--- src/rtl/centroid_pkg.sv ---
// rtl/centroid_pkg.sv - shared FSM state type and default geometry/width constants for centroid_tracker
package centroid_pkg;

    typedef enum logic [1:0] {
        IDLE    = 2'd0,
        DIVIDE  = 2'd1,
        PUBLISH = 2'd2
    } state_t;

    localparam int DEF_H_ACTIVE = 1024;
    localparam int DEF_V_ACTIVE = 768;
    localparam int DEF_SUM_W    = 32;
    localparam int DEF_CNT_W    = 20;

endpackage

--- src/rtl/iter_divider.sv ---
// rtl/iter_divider.sv - unsigned restoring divider, one quotient bit per cycle, W iterations
module iter_divider #(
    parameter int W     = 32,
    parameter int OUT_W = W
) (
    input  logic             clk,
    input  logic             rst,
    input  logic             start,
    input  logic [W-1:0]     dividend,
    input  logic [W-1:0]     divisor,
    output logic [OUT_W-1:0] quotient,
    output logic             done
);

    localparam int CW = $clog2(W + 1);

    logic [W-1:0]  rem;
    logic [W-1:0]  quo;
    logic [W-1:0]  dsor;
    logic [CW-1:0] remaining;
    logic          running;
    logic [W:0]    shifted;
    logic [W:0]    trial;

    // The dividend shifts out of quo MSB-first while quotient bits shift in at the bottom.
    // A borrow in trial[W] means the shifted remainder is below the divisor.
    always_comb begin
        shifted = {rem, quo[W-1]};
        trial   = shifted - {1'b0, dsor};
    end

    always_ff @(posedge clk or posedge rst) begin
        if (rst) begin
            rem       <= '0;
            quo       <= '0;
            dsor      <= '0;
            remaining <= '0;
            running   <= 1'b0;
            done      <= 1'b0;
        end else if (start) begin
            rem       <= '0;
            quo       <= dividend;
            dsor      <= divisor;
            remaining <= CW'(W);
            running   <= 1'b1;
            done      <= 1'b0;
        end else if (running) begin
            if (!trial[W]) begin
                rem <= trial[W-1:0];
                quo <= {quo[W-2:0], 1'b1};
            end else begin
                rem <= shifted[W-1:0];
                quo <= {quo[W-2:0], 1'b0};
            end
            remaining <= remaining - 1'b1;
            if (remaining == CW'(1)) begin
                running <= 1'b0;
                done    <= 1'b1;
            end
        end
    end

    assign quotient = quo[OUT_W-1:0];

endmodule

--- src/rtl/centroid_tracker.sv ---
// rtl/centroid_tracker.sv - mask-pixel centroid per frame with optional crosshair overlay (CENTROID_CROSSHAIR_EN)
module centroid_tracker
    import centroid_pkg::*;
#(
    parameter int H_ACTIVE   = DEF_H_ACTIVE,
    parameter int V_ACTIVE   = DEF_V_ACTIVE,
    parameter int SUM_W      = DEF_SUM_W,
    parameter int CNT_W      = DEF_CNT_W,
    parameter int MIN_PIXELS = 16
) (
    input  logic        clk_in,
    input  logic        rst_in,
    input  logic [10:0] hcount_in,
    input  logic [9:0]  vcount_in,
    input  logic        valid_in,
    input  logic        mask_in,
    output logic [10:0] x_out,
    output logic [9:0]  y_out,
    output logic        valid_out,
    output logic        busy_out,
    output logic        dropped_out,
    output logic        crosshair_out
);

    localparam logic [10:0] H_LAST = 11'(H_ACTIVE - 1);
    localparam logic [9:0]  V_LAST = 10'(V_ACTIVE - 1);

    state_t state, state_next;

    logic             pix_hit;
    logic             eof;
    logic             eof_q;
    logic             div_start;
    logic [SUM_W-1:0] x_sum, y_sum, x_next, y_next;
    logic [SUM_W-1:0] x_snap, y_snap;
    logic [CNT_W-1:0] count, count_next, count_snap;
    logic [10:0]      x_quo;
    logic [9:0]       y_quo;
    logic             x_done, y_done;

    assign pix_hit = valid_in && mask_in;
    assign eof     = valid_in && (hcount_in == H_LAST) && (vcount_in == V_LAST);

    always_comb begin
        x_next     = x_sum + (pix_hit ? SUM_W'(hcount_in) : '0);
        y_next     = y_sum + (pix_hit ? SUM_W'(vcount_in) : '0);
        count_next = (pix_hit && (count != '1)) ? count + 1'b1 : count;
    end

    // Live accumulators restart every frame regardless of divider state.
    always_ff @(posedge clk_in or posedge rst_in) begin
        if (rst_in) begin
            x_sum <= '0;
            y_sum <= '0;
            count <= '0;
        end else if (eof) begin
            x_sum <= '0;
            y_sum <= '0;
            count <= '0;
        end else begin
            x_sum <= x_next;
            y_sum <= y_next;
            count <= count_next;
        end
    end

    always_ff @(posedge clk_in or posedge rst_in) begin
        if (rst_in) begin
            x_snap      <= '0;
            y_snap      <= '0;
            count_snap  <= '0;
            eof_q       <= 1'b0;
            dropped_out <= 1'b0;
        end else begin
            eof_q <= eof && (state == IDLE);
            if (eof && (state == IDLE)) begin
                x_snap     <= x_next;
                y_snap     <= y_next;
                count_snap <= count_next;
            end
            if (eof && (state != IDLE)) begin
                dropped_out <= 1'b1;
            end
        end
    end

    always_ff @(posedge clk_in or posedge rst_in) begin
        if (rst_in) begin
            state <= IDLE;
        end else begin
            state <= state_next;
        end
    end

    always_comb begin
        state_next = state;
        div_start  = 1'b0;
        case (state)
            IDLE: begin
                if (eof_q && (count_snap >= CNT_W'(MIN_PIXELS))) begin
                    state_next = DIVIDE;
                    div_start  = 1'b1;
                end
            end
            DIVIDE: begin
                if (x_done && y_done) begin
                    state_next = PUBLISH;
                end
            end
            PUBLISH: state_next = IDLE;
            default: state_next = IDLE;
        endcase
    end

    iter_divider #(.W(SUM_W), .OUT_W(11)) u_x_div (
        .clk      (clk_in),
        .rst      (rst_in),
        .start    (div_start),
        .dividend (x_snap),
        .divisor  (SUM_W'(count_snap)),
        .quotient (x_quo),
        .done     (x_done)
    );

    iter_divider #(.W(SUM_W), .OUT_W(10)) u_y_div (
        .clk      (clk_in),
        .rst      (rst_in),
        .start    (div_start),
        .dividend (y_snap),
        .divisor  (SUM_W'(count_snap)),
        .quotient (y_quo),
        .done     (y_done)
    );

    // Results load on the edge that enters PUBLISH, so valid_out and the new values appear together.
    always_ff @(posedge clk_in or posedge rst_in) begin
        if (rst_in) begin
            x_out <= '0;
            y_out <= '0;
        end else if ((state == DIVIDE) && x_done && y_done) begin
            x_out <= x_quo;
            y_out <= y_quo;
        end
    end

    assign valid_out = (state == PUBLISH);
    assign busy_out  = (state == DIVIDE);

`ifdef CENTROID_CROSSHAIR_EN
    always_ff @(posedge clk_in or posedge rst_in) begin
        if (rst_in) begin
            crosshair_out <= 1'b0;
        end else begin
            crosshair_out <= valid_in && ((hcount_in == x_out) || (vcount_in == y_out));
        end
    end
`else
    assign crosshair_out = 1'b0;
`endif

endmodule

--- config.mk ---
export PLATFORM = sky130hd
export DESIGN_NAME = centroid_tracker
export DESIGN_NICKNAME = d
export VERILOG_FILES = /design/src/rtl/centroid_pkg.sv /design/src/rtl/iter_divider.sv /design/src/rtl/centroid_tracker.sv
export SDC_FILE = /design/constraint.sdc
export NUM_CORES = 1
export LEC_CHECK = 0
export CAP_MARGIN = 20
export CORE_AREA = 8 8 191 193
export DETAILED_ROUTE_END_ITERATION = 8
export DIE_AREA = 0 0 199 201
export GPL_TIMING_DRIVEN = 0
export PLACE_DENSITY = 0.75
export SKIP_CTS_REPAIR_TIMING = 1
export SLEW_MARGIN = 20
export SYNTH_ARGS = -nofsm -noshare
export SYNTH_HDL_FRONTEND = slang
export SYNTH_SLANG_ARGS = --single-unit
--- constraint.sdc ---
create_clock -name clk_in -period 11.6 [get_ports clk_in]
set_input_delay 1.16 -clock clk_in [delete_from_list [all_inputs] [get_ports clk_in]]
set_output_delay 1.16 -clock clk_in [all_outputs]
set_load 0.01 [all_outputs]
==> results of run 1 <==
## worst min-delay path, stage by stage (launching register included)
cell and delay (ns):
dfrtp_1 0.34, nand2_1 0.05, nand2_1 0.05
## logic make-up after synthesis
kind of cell | count (synthesis) | synth area share, %
simple gates | 746 | 18.7
compound gates | 465 | 14.8
flops | 357 | 48.6
buf+inv | 158 | 3.33
xor+xnor | 128 | 6.10
fa+ha+maj | 70 | 4.93
mux | 66 | 3.59
other cells | 1 | 0.0204
## through the flow
step / setup TNS (ns) / instances / worst slack [ns] / hold slack (ns) / power (W)
after floorplan: 0 / 1991 / 0.535 / 0.439 / 0.00161
after global placement: -1212.04 / 2487 / -3.42 / 0.454 / 0.00169
after detailed placement: 0 / 2490 / 6.53 / 0.461 / 0.00171
after CTS: 0 / 2554 / 7.07 / 0.474 / 0.00300
after global routing: 0 / 2554 / 6.78 / 0.485 / 0.00310
final: 0 / 2554 / 7.02 / 0.474 / 0.00299
## final timing paths
check | to | slack (ns) | cells after the start
worst max-delay path | y_snap[22] | 7.02 | 14
worst min-delay path | y_out[8] | 0.47 | 2
worst max register to register | u_x_div.rem[15] | 7.24 | 14
worst min register to register | y_out[8] | 0.47 | 2
max in group asynchronous | u_x_div.rem[28] | 9.22 | 4
min in group asynchronous | u_y_div.remaining[3] | 1.09 | 2
## metal layers
layer	vias to the layer above	wire length [um]
met5	-	0
met4	0	1250
met3	95	2350
met2	442	21600
met1	7425	20300
li1	7146	-
## placed cells by master, fill, tap and decap left out, types with 5 or more instances in the layout
master,Yosys,final
a211oi_1,10,10
a21o_1,33,33
a21oi_1,56,56
a31oi_1,48,48
and2_1,6,6
and3_1,40,40
and4_1,8,8
buf_1,13,13
buf_2,6,6
bufinv_16,0,6
clkbuf_1,90,96
clkbuf_16,0,40
clkdlybuf4s50_1,0,48
dfrtp_1,357,357
ha_1,66,66
inv_1,45,44
mux2i_1,66,66
nand2_1,357,357
nand2b_1,13,13
nand3_1,35,35
nand3b_1,5,5
nand4_1,28,28
nor2_1,145,145
nor2b_1,7,7
nor3_1,35,35
nor4_1,22,22
nor4b_1,7,7
o211ai_1,7,7
o21a_1,12,12
o21ai_0,246,246
o21bai_1,10,10
o31ai_1,14,14
or3_1,9,9
or4_1,12,12
xnor2_1,70,70
xor2_1,58,58
## final cells by class
| type | count | area (sq um) | share of cell area, % |
|---|---|---|---|
| clock buffer | 50 | 1080 | 5.17 |
| clock inverter | 14 | 244 | 1.17 |
| tap | 448 | 561 | 2.69 |
| inverter | 46 | 180 | 0.864 |
| timing repair buffer | 51 | 563 | 2.70 |
| buffer | 112 | 439 | 2.11 |
| multi-input combinational | 1476 | 8860 | 42.5 |
| sequential | 357 | 8930 | 42.8 |
## power groups by stage
stage               Sequential [W]  Combinational [W]  Clock, W
finish                     0.00135           0.000350   0.00129
global route               0.00135           0.000394   0.00136
CTS                        0.00135           0.000349   0.00131
detailed placement         0.00137           0.000346         0
global placement           0.00137           0.000327         0
floorplan                  0.00136           0.000245         0
## sequential cells by signal, summed over array words and instances, names as in the netlist, 10 cells and up
| register | cells |
|---|---|
| y_sum | 32 |
| count_snap | 20 |
| x_out | 11 |
| u_x_div.rem | 32 |
| u_y_div.dsor | 20 |
| u_y_div.rem | 32 |
| u_x_div.quo | 32 |
| count | 20 |
| u_y_div.quo | 32 |
| x_sum | 32 |
| y_snap | 32 |
| x_snap | 32 |
| y_out | 10 |
## Yosys cell counts (4+ instances only)
master    instances
and2_1            6
xor2_1           58
o21a_1           12
nand3b_1          5
ha_1             66
nand2_1         357
nor4b_1           7
and4_1            8
a31oi_1          48
mux2i_1          66
nand3_1          35
dfrtp_1         357
or4_1            12
buf_1            13
clkbuf_1         90
nor2_1          145
or3_1             9
xnor2_1          70
or2_2             4
nor4_1           22
a21o_1           33
o211ai_1          7
o21ai_0         246
inv_1            45
nor3_1           35
a211oi_1         10
buf_2             6
a211o_1           4
o21bai_1         10
o31ai_1          14
a21oi_1          56
nand4_1          28
nand2b_1         13
nor2b_1           7
and3_1           40
a41oi_1           4
fa_1              4
==> key figures, run 1 <==
Status
  • Status: completed

CTS
  • CTS Buffer Depth: 3
  • CTS tree: done
  • H-tree depth: 2
  • CTS root buf: clkbuf_16
  • Worst-path clk slew: 0.06 ns
  • TritonCTS Sinks: 357
  • Skew-Pair Late Insertion Delay: 0.53 ns
  • Cts bufs inserted: 40

Timing
  • Final setup vio count: 0
  • Final Hold Viols: 0
  • Slew margin rel.: 35.7%
  • Minimum clock period: 4.58 ns
  • Fmax: 218 MHz
  • RSZ-0062 raised after global routing: false
  • Final period utilization: 39.5%
  • Slew Viols, Final: 0
  • Worst-Margin Slew: 0.961 ns
  • Max Clock Skew: 0.0154 ns

Logic synthesis
  • Mapped Nets: 2086
  • Async set-reset flop share out of synthesis: 100%
  • Synth Warn #: 0
  • Post-synth EDFFs: 0
  • Area leader, netlist: dfrtp_1
  • Top cell type's share of synthesized area: 48.6%
  • Synth unique cells: 62
  • Synthesis-stage register bit count: 357
  • Mean area per synthesized cell: 9.24 sq um
  • Syn Std Cell Area: 0.0184 sq mm
  • Post-synthesis sequential area ratio: 48.6%
  • Top FF cell, synth: dfrtp_1
  • Cells after synthesis: 1991
  • Leading post-synthesis cells by cell area: dfrtp_1 (49%), nand2_1 (7.3%), o21ai_0 (6.7%)

GRT
  • Largest net degree at the start of global routing: 104
  • Total Routing Usage GR: 22.9%
  • Met2 usage: 38.1%
  • Remaining Overflow, GRT: 0
  • Met3 usage: 3.24%
  • Vias in the first global route: 15.0k
  • Global-route layer with the greatest usage: met2
  • GRT met1 Usage: 30.7%
  • Initial antenna violation count: 0
  • First-pass GRT wire length: 75800 um

Worst setup path
  • Worst Setup SP: valid_in
  • Crit path max fanout: 10
  • Crit path max-delay family: compound AO/OA/AOI/OAI gates
  • Setup crit end kind: register
  • RR Startpoint: u_x_div.quo[31]
  • CP peak stage delay: 0.48 ns
  • Worst path arrival time: 4.97 ns
  • Startpoint types: input port
  • Crit-path cells: clkdlybuf4s50_1 > clkbuf_1 > and3_1 > ha_1 > fa_1 > a21o_1 > a21oi_1 > o21bai_1 > a2111o_1 > a41oi_1 > clkbuf_1 > nor4_1 > xnor2_1 > o21ai_0
  • CP bufs+invs: 3
  • Worst Path Required: 11.99 ns
  • Critical path class: in2reg
  • Cell mode on critical path: clkbuf_1
  • Critical Path Slowest Stage Cell: clkdlybuf4s50_1

Floorplan
  • DIE AREA: 0.0400 sq mm
  • I/O pin count: 50
  • Width of the die: 199 um
  • Die H: 201 um
  • Site Rows: 67
  • Core Region: 0.0333 sq mm
  • Initial Util: 55.3%

Cells and area
  • Final core utilization: 62.7%
  • Fill cells: 2736
  • Layout Area Growth over Synthesis: 13.4%
  • Share of cells above drive strength 1: 4.08%
  • Final Instance Area: 0.0209 sq mm
  • # diodes: 0
  • # nets final: 2179

Power
  • Maximum VDD drop: 0.000153 V
  • Internal power: 0.00222 W
  • Cell Pwr Density: 143 mW/mm^2
  • Sequential power share: 45.1%
  • Clk network pwr share: 43.2%
  • Sw Ratio: 25.6%
  • Net Switching: 0.000765 W
  • Static Leak: 9.39 nW
  • Combinational share of power: 11.7%

Detailed routing
  • First drt pass iteration count: 8
  • DRC Markers: 0
  • Routed len/inst: 17.8 um
  • Vias: 15.1k
  • DR iter-0 viols: 1187
  • Antenna Violating Nets Remaining: 0
  • Final wirelength: 45500 um
  • Vias per cell: 5.92

Placement
  • Hpwl dp: 32400 um
  • RePlAce Congestion: 0.932
  • # port buffers: 48
  • Post-DP Area: 0.0195 sq mm

Worst hold path
  • Tightest Hold Check Type: reg2reg
  • Min-delay src: y_out[8]

Flow run
  • MaxCap Viol Count: 0
(Power assumes the default switching activity.)
==> inputs of run 2 (changes only) <==
--- a/config.mk
+++ b/config.mk
@@ -6,11 +6,11 @@
 export NUM_CORES = 1
 export LEC_CHECK = 0
 export CAP_MARGIN = 20
-export CORE_AREA = 8 8 191 193
+export CORE_AREA = 8 8 189 191
 export DETAILED_ROUTE_END_ITERATION = 8
-export DIE_AREA = 0 0 199 201
+export DIE_AREA = 0 0 197 199
 export GPL_TIMING_DRIVEN = 0
-export PLACE_DENSITY = 0.75
+export PLACE_DENSITY = 0.74
 export SKIP_CTS_REPAIR_TIMING = 1
 export SLEW_MARGIN = 20
 export SYNTH_ARGS = -nofsm -noshare
==> constraint.sdc (replaced) <==
create_clock -name clk_in -period 4.5 [get_ports clk_in]
set_input_delay 0.45 -clock clk_in [delete_from_list [all_inputs] [get_ports clk_in]]
set_output_delay 0.45 -clock clk_in [all_outputs]
set_load 0.01 [all_outputs]
==> key figures, run 2 (synthesis results as in run 1) <==
Worst setup path
  • Setup crit end kind: register (unchanged)
  • Critical path class: reg2reg (was in2reg)
  • Crit Reg-Reg Endpoint: u_y_div.rem[14] (was u_x_div.rem[15])
  • Worst Path Required: 4.95 ns (was 11.99 ns)
  • Startpoint types: register (was input port)
  • Worst Setup SP: u_y_div.quo[31] (was valid_in)
  • Crit path max fanout: 10 (unchanged)
  • Crit path max-delay family: compound AO/OA/AOI/OAI gates (unchanged)
  • Worst path arrival time: 4.57 ns (was 4.97 ns)
  • CP peak stage delay: 0.73 ns (was 0.48 ns)
  • Worst path depth: 13 (was 14)
  • Critical Path Slowest Stage Cell: a2111oi_0 (was clkdlybuf4s50_1)
  • Worst Setup EP: u_y_div.rem[14] (was y_snap[22])
  • Crit-path cells: inv_1 > ha_1 > inv_1 > fa_1 > a211oi_1 > o21ai_0 > a2111oi_0 > or4_1 > a21oi_2 > nor2_2 > clkbuf_1 > nand2_1 > a31oi_1 (was clkdlybuf4s50_1 > clkbuf_1 > and3_1 > ha_1 > fa_1 > a21o_1 > a21oi_1 > o21bai_1 > a2111o_1 > a41oi_1 > clkbuf_1 > nor4_1 > xnor2_1 > o21ai_0)
  • Cell mode on critical path: inv_1 (was clkbuf_1)
  • CP bufs+invs: 3 (unchanged)
  • RR Startpoint: u_y_div.quo[31] (was u_x_div.quo[31])
  • R2R depth: 13 (was 14)
  • R2r setup slk: 0.38 ns (was 7.24 ns)

Cells and area
  • Share of cells above drive strength 1: 4.95% (was 4.08%)
  • Cell Count, Final, Fillers Out: 2569 (was 2554)
  • # diodes: 0 (unchanged)
  • Most frequent cells in the layout: nand2_1 (357), dfrtp_1 (357), o21ai_0 (246) (unchanged)
  • Final Instance Area: 0.0211 sq mm (was 0.0209 sq mm)
  • # nets final: 2189 (was 2179)
  • Layout Area Growth over Synthesis: 14.5% (was 13.4%)

Detailed routing
  • WL met2: 21600 um (about the same)
  • Top routing layer used: met4 (unchanged)
  • Vias per cell: 5.85 (was 5.92)
  • DRC Markers: 0 (unchanged)
  • Antenna Violating Nets Remaining: 0 (unchanged)
  • DR iter-0 viols: 1059 (was 1187)
  • Met1 wire length: 20300 um (about the same)
  • Met3 routed WL: 2140 um (was 2350 um)
  • First drt pass iteration count: 5 (was 8)
  • Vias: 15.0k (was 15.1k)
  • Routed len/inst: 17.8 um (about the same)
  • Final wirelength: 45700 um (was 45500 um)

Floorplan
  • Core Region: 0.0329 sq mm (was 0.0333 sq mm)
  • Die H: 199 um (was 201 um)
  • I/O pin count: 50 (unchanged)
  • DIE AREA: 0.0392 sq mm (was 0.0400 sq mm)
  • Width of the die: 197 um (was 199 um)
  • Initial Util: 56.0% (was 55.3%)
  • Site Rows: 67 (unchanged)

Power
  • Cell Pwr Density: 366 mW/mm^2 (was 143 mW/mm^2)
  • Tot Pwr: 0.00771 W (was 0.00299 W)
  • Maximum VDD drop: 0.000399 V (was 0.000153 V)
  • Static Leak: 9.50 nW (was 9.39 nW)

CTS
  • CTS Buffer Depth: 3 (unchanged)
  • H-tree depth: 2 (unchanged)
  • CTS tree: done (unchanged)
  • Cts bufs inserted: 40 (unchanged)
  • CTS root buf: clkbuf_16 (unchanged)
  • Skew-Pair Late Insertion Delay: 0.55 ns (was 0.53 ns)
  • TritonCTS Sinks: 357 (unchanged)
  • Worst-path clk slew: 0.06 ns (about the same)

Flow run
  • MaxCap Viol Count: 0 (unchanged)

Timing
  • Fmax: 243 MHz
  • Slew Viols, Final: 0 (unchanged)
  • Final period utilization: 91.5%
  • RSZ-0062 raised after global routing: false (unchanged)
  • Slew margin rel.: 35.8% (was 35.7%)
  • Final setup vio count: 0 (unchanged)
  • Minimum clock period: 4.12 ns
  • Max Clock Skew: 0.0169 ns (was 0.0154 ns)
  • Final Hold Viols: 0 (unchanged)
  • Worst-Margin Slew: 0.954 ns (was 0.961 ns)

Placement
  • Hpwl dp: 33700 um (was 32400 um)
  • RePlAce Congestion: 0.892 (was 0.932)
  • # port buffers: 48 (unchanged)
  • Placed Cells: 2500 (was 2490)
  • Post-DP Area: 0.0197 sq mm (was 0.0195 sq mm)

GRT
  • Largest net degree at the start of global routing: 37 (was 104)
  • Remaining Overflow, GRT: 0 (unchanged)
  • Total Routing Usage GR: 23.9% (was 22.9%)
  • Initial antenna violation count: 0 (unchanged)
  • First-pass GRT wire length: 76900 um (was 75800 um)
  • Vias in the first global route: 15.2k (was 15.0k)

Worst hold path
  • Tightest Hold Check Type: in2async (was reg2reg)

Status
  • Status: completed (unchanged)
==> run 2: metal layers <==
metal | global-route usage [%] | up-vias
met5 | 0 | -
met2 | 39.9 | 423
li1 | - | 7169
met3 | 3.49 | 126
met1 | 31.2 | 7320
met4 | 9.08 | 0
==> run 2: final cells by class <==
cell class	instances	area (sq um)
well taps	448	561
multi-input cells	1476	8860
repair buffers	61	748
clock buffers	49	1080
flip-flops and latches	357	8930
fillers	2727	11800
clock inverters	20	254
plain buffers	112	442
inverters	46	176
==> run 2: through the flow <==
stage | setup WS, ns | util (%) | hold WS, ns | setup TNS [ns]
final | 0.381 | 64.1 | 0.308 | 0
after global routing | 0.113 | 64.1 | 0.338 | 0
after CTS | 0.142 | 64.0 | 0.306 | 0
after detailed placement | 0.0775 | 60.0 | 0.464 | 0
after global placement | -3.02 | 59.1 | 0.460 | -1068.56
after floorplan | -0.734 | - | 0.439 | -262.15
==> run 2: report_power, final <==
group          internal (W)  switching, W  leakage (nW)  total [W]
Sequential          0.00337     0.0000983          4.92    0.00347
Combinational      0.000340      0.000589          3.92   0.000929
Clock               0.00196       0.00135         0.663    0.00331
Total               0.00567       0.00204          9.50    0.00771
==> run 2: worst min-delay path by stage <==
stage | slack (ns) | end
floorplan | 0.44 | u_y_div.dsor[0]
global placement | 0.46 | u_y_div.dsor[0]
detailed placement | 0.46 | u_y_div.dsor[0]
CTS | 0.31 | u_y_div.quo[25]
global route | 0.34 | u_y_div.quo[25]
finish | 0.31 | u_y_div.quo[25]
==> inputs of run 3 (changes only) <==
--- a/config.mk
+++ b/config.mk
@@ -6,13 +6,15 @@
 export NUM_CORES = 1
 export LEC_CHECK = 0
 export CAP_MARGIN = 20
-export CORE_AREA = 8 8 189 191
+export CORE_AREA = 8 8 207 209
 export DETAILED_ROUTE_END_ITERATION = 8
-export DIE_AREA = 0 0 197 199
+export DIE_AREA = 0 0 215 217
 export GPL_TIMING_DRIVEN = 0
-export PLACE_DENSITY = 0.74
+export HOLD_SLACK_MARGIN = 0.02
+export PLACE_DENSITY = 0.73
 export SKIP_CTS_REPAIR_TIMING = 1
 export SLEW_MARGIN = 20
 export SYNTH_ARGS = -nofsm -noshare
 export SYNTH_HDL_FRONTEND = slang
+export SYNTH_HIERARCHICAL = 1
 export SYNTH_SLANG_ARGS = --single-unit
==> key figures, run 3 <==
Logic synthesis
  • Area leader, netlist: dfrtp_1 (unchanged)
  • Top cell type's share of synthesized area: 45.2% (was 48.6%)
  • Syn Std Cell Area: 0.0222 sq mm (was 0.0184 sq mm)
  • Compound-Gate Fraction of Synth Area: 18.2% (was 14.8%)
  • Post-synthesis sequential area ratio: 45.2% (was 48.6%)
  • Leading post-synthesis cells by cell area: dfrtp_1 (45%), nand2_1 (6.8%), o21ai_0 (5.7%) (was dfrtp_1 (49%), nand2_1 (7.3%), o21ai_0 (6.7%))
  • Synth Area in Simple Gates: 17.7% (was 18.7%)
  • Synth Warn #: 6 (was 0)
  • Synthesis-stage register bit count: 401 (was 357)
  • Top FF cell, synth: dfrtp_1 (unchanged)
  • Cells after synthesis: 2454 (was 1991)
  • Post-synth EDFFs: 0 (unchanged)
  • Most frequent cells after synthesis: nand2_1 (404), dfrtp_1 (401), o21ai_0 (252), nor2_1 (197), inv_1 (105) (was dfrtp_1 (357), nand2_1 (357), o21ai_0 (246), nor2_1 (145), clkbuf_1 (90))
  • Mean area per synthesized cell: 9.05 sq um (was 9.24 sq um)
  • Synth unique cells: 96 (was 62)
  • Count leader, synth: nand2_1
  • Main combinational cell family by area after synthesis: compound AO/OA/AOI/OAI gates (was simple AND/OR/NAND/NOR gates)
  • Synth Area in XOR/XNOR: 5.28% (was 6.10%)
  • Async set-reset flop share out of synthesis: 100% (unchanged)
  • Adder-Cell Fraction of Synth Area: 5.43% (was 4.93%)
  • Multiplexer area fraction after synthesis: 3.09% (was 3.59%)

Timing
  • Post-route setup TNS: 0 ns (unchanged)
  • Slew margin rel.: 33.8% (was 35.8%)
  • Minimum clock period: 3.93 ns (was 4.12 ns)
  • Final setup vio count: 0 (unchanged)
  • Final period utilization: 87.2% (was 91.5%)
  • Final Hold Viols: 0 (unchanged)
  • Max Clock Skew: 0.0135 ns (was 0.0169 ns)
  • RSZ-0062 raised after global routing: false (unchanged)
  • Fmax: 255 MHz (was 243 MHz)
  • Slew Viols, Final: 0 (unchanged)
  • Worst-Margin Slew: 0.992 ns (was 0.954 ns)

Worst setup path
  • Worst Path Required: 4.95 ns (about the same)
  • Worst Setup SP: u_y_div/quo[31] (was u_y_div.quo[31])
  • Worst path arrival time: 4.38 ns (was 4.57 ns)
  • R2R depth: 13 (unchanged)
  • RR Startpoint: u_y_div/quo[31] (was u_y_div.quo[31])
  • Crit Reg-Reg Endpoint: u_y_div/rem[29] (was u_y_div.rem[14])
  • Crit path max fanout: 10 (unchanged)
  • Setup crit end kind: register (unchanged)
  • R2r setup slk: 0.57 ns (was 0.38 ns)
  • Critical path class: reg2reg (unchanged)
  • Startpoint types: register (unchanged)

Worst hold path
  • Hold Crit Endpoint: u_y_div/quo[7]
  • Tightest Hold Check Type: reg2reg (was in2async)
  • Min-delay src: y_snap[7]
  • Hold depth: 2

Floorplan
  • Core Region: 0.0395 sq mm (was 0.0329 sq mm)
  • Initial Util: 56.3% (was 56.0%)
  • Width of the die: 215 um (was 197 um)
  • I/O pin count: 50 (unchanged)
  • DIE AREA: 0.0467 sq mm (was 0.0392 sq mm)
  • Site Rows: 73 (was 67)
  • Die H: 217 um (was 199 um)

Power
  • Sw Ratio: 25.5% (was 26.4%)
  • Tot Pwr: 0.00857 W (was 0.00771 W)
  • Static Leak: 11.2 nW (was 9.50 nW)
  • Maximum VDD drop: 0.000432 V (was 0.000399 V)
  • Internal power: 0.00638 W (was 0.00567 W)
  • Sequential power share: 45.3% (was 45.0%)
  • Combinational share of power: 10.7% (was 12.0%)
  • Clk network pwr share: 44.0% (was 42.9%)
  • Cell Pwr Density: 341 mW/mm^2 (was 366 mW/mm^2)
  • Net Switching: 0.00219 W (was 0.00204 W)

GRT
  • Total Routing Usage GR: 24.3% (was 23.9%)
  • Vias in the first global route: 18.4k (was 15.2k)
  • First-pass GRT wire length: 95100 um (was 76900 um)
  • Remaining Overflow, GRT: 0 (unchanged)
  • Largest net degree at the start of global routing: 65 (was 37)
  • Initial antenna violation count: 0 (unchanged)

Detailed routing
  • Routed len/inst: 18.4 um (was 17.8 um)
  • Vias: 18.8k (was 15.0k)
  • Antenna Violating Nets Remaining: 0 (unchanged)
  • DRC Markers: 0 (unchanged)
  • DR iter-0 viols: 1390 (was 1059)
  • First drt pass iteration count: 5 (unchanged)
  • Final wirelength: 57700 um (was 45700 um)
  • Vias per cell: 5.99 (was 5.85)

Cells and area
  • Most frequent cells in the layout: nand2_1 (404), dfrtp_1 (401), o21ai_0 (252) (was nand2_1 (357), dfrtp_1 (357), o21ai_0 (246))
  • Sequential cell area: 0.0100 sq mm (was 0.00893 sq mm)
  • Commonest non-fill, non-tap cell in the layout: nand2_1
  • Final core utilization: 63.7% (was 64.1%)
  • # nets final: 2699 (was 2189)
  • Fill cells: 3264 (was 2727)
  • Layout Area Growth over Synthesis: 13.2% (was 14.5%)
  • Final Instance Area: 0.0251 sq mm (was 0.0211 sq mm)
  • Multi-input gate area: 0.0111 sq mm (was 0.00886 sq mm)
  • # diodes: 0 (unchanged)
  • Share of cells above drive strength 1: 7.16% (was 4.95%)

CTS
  • H-tree depth: 2 (unchanged)
  • CTS root buf: clkbuf_16 (unchanged)
  • CTS Buffer Depth: 3 (unchanged)
  • CTS tree: done (unchanged)
  • Cts bufs inserted: 44 (was 40)
  • Worst-path clk slew: 0.06 ns (about the same)
  • Skew-Pair Late Insertion Delay: 0.55 ns (about the same)
  • TritonCTS Sinks: 401 (was 357)

Placement
  • Hpwl dp: 41900 um (was 33700 um)
  • # port buffers: 48 (unchanged)
  • RePlAce Congestion: 0.931 (was 0.892)
  • Post-DP Area: 0.0236 sq mm (was 0.0197 sq mm)

Flow run
  • MaxCap Viol Count: 0 (unchanged)

Status
  • Status: completed (unchanged)
## run 3: worst max-delay path by stage
stage          slack (ns)                to  depth (start not counted)
3_5_place_dp         0.65   u_y_div/rem[29]                         13
5_1_grt              0.27   u_y_div/rem[29]                         13
3_3_place_gp        -0.50  u_x_div/dsor[25]                          2
4_1_cts              0.63   u_y_div/rem[29]                         13
6_report             0.57   u_y_div/rem[29]                         13
2_1_floorplan        1.32      u_x_div/done                          1
## run 3: layout make-up
type | count | area share [%]
clock inverter | 22 | 1.10
sequential | 401 | 39.9
multi-input combinational | 1813 | 44.3
tap | 525 | 2.61
clock buffer | 57 | 4.90
inverter | 107 | 1.65
buffer | 157 | 2.93
timing repair buffer | 56 | 2.61
## run 3: layer usage
layer  global-route usage [%]  routed length [um]  up-vias
met1                     32.9               25700     9190
met2                     40.6               27400      626
met5                        0                   0        -
li1                         -                   -     8864
met4                     6.60                1320        0
met3                     3.55                3330      106
## run 3: power groups by stage
stage | clock [W] | combinational (W) | sequential, W
3_3_place_gp | 0 | 0.000843 | 0.00393
3_5_place_dp | 0 | 0.000900 | 0.00394
2_1_floorplan | 0 | 0.000669 | 0.00391
5_1_grt | 0.00396 | 0.00103 | 0.00390
4_1_cts | 0.00382 | 0.000912 | 0.00388
6_report | 0.00377 | 0.000920 | 0.00388
## run 3: through the flow
step	setup slack, ns	hold WS [ns]	cells
detailed placement	0.648	0.467	3059
floorplan	1.32	0.446	2478
global placement	-0.497	0.460	3051
global route	0.271	0.498	3138
finish	0.574	0.477	3138
CTS	0.627	0.478	3138
## run 3: cells by family after synthesis
family          after synthesis
simple gates                878
compound gates              615
flops                       401
buf+inv                     264
xor+xnor                    133
fa+ha+maj                    94
mux                          68
other cells                   1
## run 3: critical path, stage by stage (launching register included)
cell,delay (ns)
dfrtp_1,0.38
inv_1,0.08
ha_1,0.17
inv_1,0.05
fa_1,0.43
a211oi_2,0.27
o211ai_1,0.18
a21oi_2,0.37
o21ai_2,0.21
a311oi_4,0.41
xnor2_1,0.24
clkbuf_1,0.48
o2111ai_1,0.28
a211oi_1,0.27
